File: src/rtl/sram_port_arbiter.sv
// sram_port_arbiter: shares one two-port SRAM between N_REQ requesters.
//
// Independent round-robin arbiters on the read and write ports, with
// same-address read/write collisions resolved in favour of the write.
// Read data comes back one cycle after the grant, tagged with a one-hot
// valid that mirrors the grant.
//
// Ports:
//   clk, rst_n         clock, synchronous active-low reset
//   rd_req/rd_addr     per-requester read request and packed addresses
//   rd_gnt             one-hot read grant (same cycle)
//   rd_rsp_valid/data  one-hot response valid, shared read data
//   wr_req/addr/data   per-requester write request, packed address/data
//   wr_gnt             one-hot write grant (same cycle)
//   sram_*             SRAM wrapper interface, rEn/wEn active-low
//
// Build option: define SRAM_ARB_STATS_EN to add saturating 16-bit
// rd_stall_cnt, wr_stall_cnt and collision_cnt outputs.
module sram_port_arbiter #(
    parameter int N_REQ  = 4,
    parameter int L_data = 16,
    parameter int L_addr = 13
) (
    input  logic                      clk,
    input  logic                      rst_n,
    input  logic [N_REQ-1:0]          rd_req,
    input  logic [N_REQ*L_addr-1:0]   rd_addr,
    output logic [N_REQ-1:0]          rd_gnt,
    output logic [N_REQ-1:0]          rd_rsp_valid,
    output logic [L_data-1:0]         rd_rsp_data,
    input  logic [N_REQ-1:0]          wr_req,
    input  logic [N_REQ*L_addr-1:0]   wr_addr,
    input  logic [N_REQ*L_data-1:0]   wr_data,
    output logic [N_REQ-1:0]          wr_gnt,
    output logic                      sram_rEn,
    output logic [L_addr-1:0]         sram_rAddr,
    output logic                      sram_wEn,
    output logic [L_addr-1:0]         sram_wAddr,
    output logic [L_data-1:0]         sram_wData,
`ifdef SRAM_ARB_STATS_EN
    output logic [15:0]               rd_stall_cnt,
    output logic [15:0]               wr_stall_cnt,
    output logic [15:0]               collision_cnt,
`endif
    input  logic [L_data-1:0]         sram_rData
);

    localparam int PW = (N_REQ > 1) ? $clog2(N_REQ) : 1;
    localparam logic [N_REQ-1:0] ONE = {{(N_REQ-1){1'b0}}, 1'b1};

    logic [PW-1:0]    rd_ptr_q, rd_ptr_d, wr_ptr_q, wr_ptr_d;
    logic [PW:0]      rd_pick, wr_pick;
    logic [PW-1:0]    rd_k, wr_k;
    logic             rd_en, wr_en, collision;
    logic [N_REQ-1:0] rsp_sel_q;

    // Returns {found, index} of the first set req bit at or after ptr.
    // Scanning offsets downwards lets the lowest offset win.
    function automatic logic [PW:0] rr_pick(input logic [N_REQ-1:0] req,
                                            input logic [PW-1:0] ptr);
        logic [PW:0] r;
        int idx;
        r = '0;
        for (int o = N_REQ - 1; o >= 0; o--) begin
            idx = (int'(ptr) + o) % N_REQ;
            if (req[idx]) r = {1'b1, idx[PW-1:0]};
        end
        return r;
    endfunction

    always_comb begin
        rd_pick     = rr_pick(rd_req, rd_ptr_q);
        wr_pick     = rr_pick(wr_req, wr_ptr_q);
        rd_k        = rd_pick[PW-1:0];
        wr_k        = wr_pick[PW-1:0];
        sram_wAddr  = wr_addr[int'(wr_k)*L_addr +: L_addr];
        sram_wData  = wr_data[int'(wr_k)*L_data +: L_data];
        sram_rAddr  = rd_addr[int'(rd_k)*L_addr +: L_addr];
        wr_en       = rst_n && wr_pick[PW];
        // A read hitting the address being written this cycle waits one
        // cycle so it observes the new data; writes never wait.
        collision   = wr_en && rd_pick[PW] && (sram_rAddr == sram_wAddr);
        rd_en       = rst_n && rd_pick[PW] && !collision;
        sram_wEn    = !wr_en;
        sram_rEn    = !rd_en;
        wr_gnt      = wr_en ? (ONE << wr_k) : '0;
        rd_gnt      = rd_en ? (ONE << rd_k) : '0;
        wr_ptr_d    = wr_en ? ((wr_k == PW'(N_REQ - 1)) ? '0 : wr_k + 1'b1) : wr_ptr_q;
        rd_ptr_d    = rd_en ? ((rd_k == PW'(N_REQ - 1)) ? '0 : rd_k + 1'b1) : rd_ptr_q;
        // Gating with rst_n drops a response whose grant preceded reset.
        rd_rsp_valid = rst_n ? rsp_sel_q : '0;
        rd_rsp_data  = sram_rData;
    end

    always_ff @(posedge clk) begin
        if (!rst_n) begin
            rd_ptr_q  <= '0;
            wr_ptr_q  <= '0;
            rsp_sel_q <= '0;
        end else begin
            rd_ptr_q  <= rd_ptr_d;
            wr_ptr_q  <= wr_ptr_d;
            rsp_sel_q <= rd_gnt;
        end
    end

`ifdef SRAM_ARB_STATS_EN
    logic rd_stall, wr_stall;

    always_comb begin
        rd_stall = (|rd_req) && !rd_en;
        wr_stall = |(wr_req & ~wr_gnt);
    end

    always_ff @(posedge clk) begin
        if (!rst_n) begin
            rd_stall_cnt  <= '0;
            wr_stall_cnt  <= '0;
            collision_cnt <= '0;
        end else begin
            rd_stall_cnt  <= rd_stall_cnt + {15'd0, rd_stall && (rd_stall_cnt != 16'hFFFF)};
            wr_stall_cnt  <= wr_stall_cnt + {15'd0, wr_stall && (wr_stall_cnt != 16'hFFFF)};
            collision_cnt <= collision_cnt + {15'd0, collision && (collision_cnt != 16'hFFFF)};
        end
    end
`endif

endmodule
File: config.mk
export PLATFORM = sky130hd
export DESIGN_NAME = sram_port_arbiter
export DESIGN_NICKNAME = d
export VERILOG_FILES = /design/src/rtl/sram_port_arbiter.sv
export SDC_FILE = /design/constraint.sdc
export NUM_CORES = 1
export LEC_CHECK = 0
export CAP_MARGIN = 20
export CORE_AREA = 2 2 104 106
export CTS_BUF_LIST = sky130_fd_sc_hd__clkbuf_4
export DETAILED_ROUTE_END_ITERATION = 8
export DIE_AREA = 0 0 106 108
export GPL_TIMING_DRIVEN = 0
export PLACE_DENSITY = 0.71
export SLEW_MARGIN = 20
export SYNTH_ARGS = -nofsm -noshare
export SYNTH_HDL_FRONTEND = slang
export SYNTH_SLANG_ARGS = --single-unit
File: constraint.sdc
create_clock -name clk -period 5.7 [get_ports clk]
set_clock_uncertainty 0.2 [all_clocks]
set_input_delay 0.57 -clock clk [delete_from_list [all_inputs] [get_ports clk]]
set_output_delay 0.57 -clock clk [all_outputs]
set_load 0.05 [all_outputs]
==> reports/results.ini <==
[timing]
max_freq_ghz=0.191
whs_ns=0.292
hold_viol=0
fin_tns_setup_ns=0
fin_ws_ns=0.473
worst_pin_slew_ns=0.701
min_period_over_period_pct=91.7
final.min_clock_period_ns=5.23
slew_violations=0
slew_headroom_pct=53.3
setup_viol=0
rsz0062_at_grt=false

[clock_tree]
clock_latency_ns=0.25
h-tree-depth=1
cts_tree=yes
clk_pin_slew_ns=0.06
post_cts_buffers=0
numCtsBuffers=3
holdBufCountCts=0
cts_num_sinks=8
clock_path_buffers=2
cts-root-buf=clkbuf_4
cts-resized-gates=0

[run_status]
status=completed

[synth]
syn_inst=391
synth_top_cell_by_area=nand2_1
synthDistinctLibCells=47
ys.flop_type=dfxtp_1
yosysWarnings=0
synthTopCellsByArea=nand2_1, and3_1, a211oi_1
synth_edf_count=0
synth_seq_cells=8
synth_nets=593
syn_area_per_cell_um2=6.56
yosys.area.top_type_share_pct=11.4
synthArstFlopShare_pct=0
ys_seq_area_share_pct=6.24
netlist_area_um2=2560

[critical_path]
path_buf_inv=5
worstPathMaxFanout=11
cp-start-kind=input port
critPathKind=in -> out
critPathRequiredTime_ns=4.93
endpoint_kind=output pin
slowest_delay_ns=0.81
cpMaxStageDelayCell=clkdlybuf4s50_1
cp_top_family=buffers and inverters
cp_cell_sequence=clkdlybuf4s50_1 -> nor2b_2 -> a211oi_4 -> nor2_4 -> clkinv_4 -> buf_6 -> a211oi_1 -> a211oi_1 -> nand4b_2 -> nor4_4 -> a31oi_4 -> inv_2 -> clkdlybuf4s50_1
cp_data_arrival_time_ns=4.46

[power]
power_density_nw_per_um2=345
ir_drop_mv=0.177
power_mw=1.81
leakage_nw=2.16

[drt]
vias_per_cell=5.06
drc=0
vias=3938
avgRoutedWirePerCell_um=16.7
drt-total-wl_um=13000
drtAntennaViolNets=0
dr.first_iter.drc_count=188
first_pass_iters=4

[global_route]
grtUsageMet1_pct=24.0
grt_antenna_before_repair=0
overflow=0
grt_pass1_wl_um=19500
grt-busiest-layer=met2
use_met3_pct=3.98
grt_usage_pct=21.2
grt_max_degree=12
use_met2_pct=40.2
grt_pass1_vias=3940

[floorplan]
initial_core_util_pct=25.1
io_pins=266
die_h_um=108
die_w_um=106
fp-row-count=37
coreArea_um2=10200
dieArea_um2=11400

[placement]
hpwl_um=11000
gp_congestion=0.880
pre_cts_slack_ns=0.394
port_buffers=249
dp.cells=776

[final_layout]
drive_above_1_share_pct=9.80
fillers=981
diodes=0
syn2layout_area_growth_pct=105
final_nets=847
fin_cells=779

[run]
maxCapViolCount=0

[min_path]
min_path_type=reg -> reg

-- final timing paths --
| check | from | end | slack [ns] | depth (start not counted) |
|---|---|---|---|---|
| max reg2reg | wr_ptr_q[1] | rd_ptr_q[1] | 2.22 | 12 |
| max | rd_req[2] | sram_rEn | 0.47 | 13 |
| min reg2reg | rd_ptr_q[0] | rd_ptr_q[0] | 0.29 | 2 |
| min | rd_ptr_q[0] | rd_ptr_q[0] | 0.29 | 2 |
-- stage by stage --
stage	instance area [um2]	utilization, %
after floorplan	2560	-
after global placement	5230	51.1
after detailed placement	5230	51.1
after CTS	5250	51.3
after global routing	5250	51.3
final	5250	51.3
-- per-layer routing --
| layer | wire length, um | vias to the layer above |
|---|---|---|
| li1 | - | 1911 |
| met3 | 901 | 28 |
| met4 | 374 | 0 |
| met1 | 5240 | 1813 |
| met5 | 0 | - |
| met2 | 6480 | 186 |
-- logic make-up (layout without fill, tap and decap cells) --
logic type / Yosys count / count (layout) / share of synthesized area (%)
fa+ha+maj: 8 / 8 / 3.90
mux: 8 / 8 / 3.12
simple gates: 208 / 208 / 42.9
flops: 8 / 8 / 6.24
compound gates: 101 / 101 / 30.1
xor+xnor: 5 / 5 / 1.71
buf+inv: 53 / 305 / 12.0
-- tightest hold or removal path, delay by kind of cell, from the launching register on --
| family | cells | cell delay (ns) |
|---|---|---|
| flops | 1 | 0.33 |
| simple gates | 1 | 0.06 |
| mux | 1 | 0.05 |
-- state kept, by name, summed over array words and instances, names as in the netlist --
register and count:
rsp_sel_q 4, rd_ptr_q 2, wr_ptr_q 2
-- synth_stat cells (2+ instances only) --
cell      instances
a211o_1           3
a211o_2           2
a211oi_1         24
a211oi_2          9
a211oi_4          2
a21o_1            3
a21oi_1           8
a31oi_1          20
and2_1           21
and3_1           46
buf_1             2
buf_2             6
buf_4            20
buf_6             3
clkbuf_1         11
dfxtp_1           8
ha_1              8
inv_1             6
inv_2             4
mux2i_1           8
nand2_1          78
nand2_2           2
nand2b_1          4
nand3_1          33
nor2_1           11
nor2b_1           3
o211ai_1          7
o21ai_0          17
xor2_1            4
-- cells in the final DEF, fill, tap and decap left out, types with 2 or more instances in the layout --
master,Yosys,layout
dfxtp_1,8,8
ha_1,8,8
a21o_1,3,3
a21oi_1,8,8
a211o_1,3,3
a211oi_4,2,2
buf_2,6,6
a211oi_2,9,9
inv_1,6,6
buf_6,3,3
nand2b_1,4,4
a211o_2,2,2
nand2_2,2,2
nor2b_1,3,3
a31oi_1,20,20
nand3_1,33,33
clkbuf_1,11,11
a211oi_1,24,24
nor2_1,11,11
and3_1,46,46
buf_4,20,20
clkdlybuf4s50_1,0,249
buf_1,2,2
o21ai_0,17,17
mux2i_1,8,8
nand2_1,78,78
clkbuf_4,0,3
inv_2,4,4
xor2_1,4,4
and2_1,21,21
o211ai_1,7,7
-- power breakdown --
part	internal [mW]	switching (mW)	total, mW	leakage, nW
registers	0.0693	0.0152	0.0845	0.0662
clock network	0.0241	0.0192	0.0433	0.0138
logic	0.628	1.06	1.69	2.08
total	0.721	1.09	1.81	2.16
-- layout make-up --
class,instances,area [um2],share of cell area (%)
buffer,42,263,5.00
sequential,8,160,3.05
timing repair buffer,249,2490,47.5
inverter,11,46.3,0.882
tap,136,170,3.24
multi-input combinational,330,2100,39.9
clock buffer,3,22.5,0.429
No activity file was read; power rests on OpenSTA's default activity.
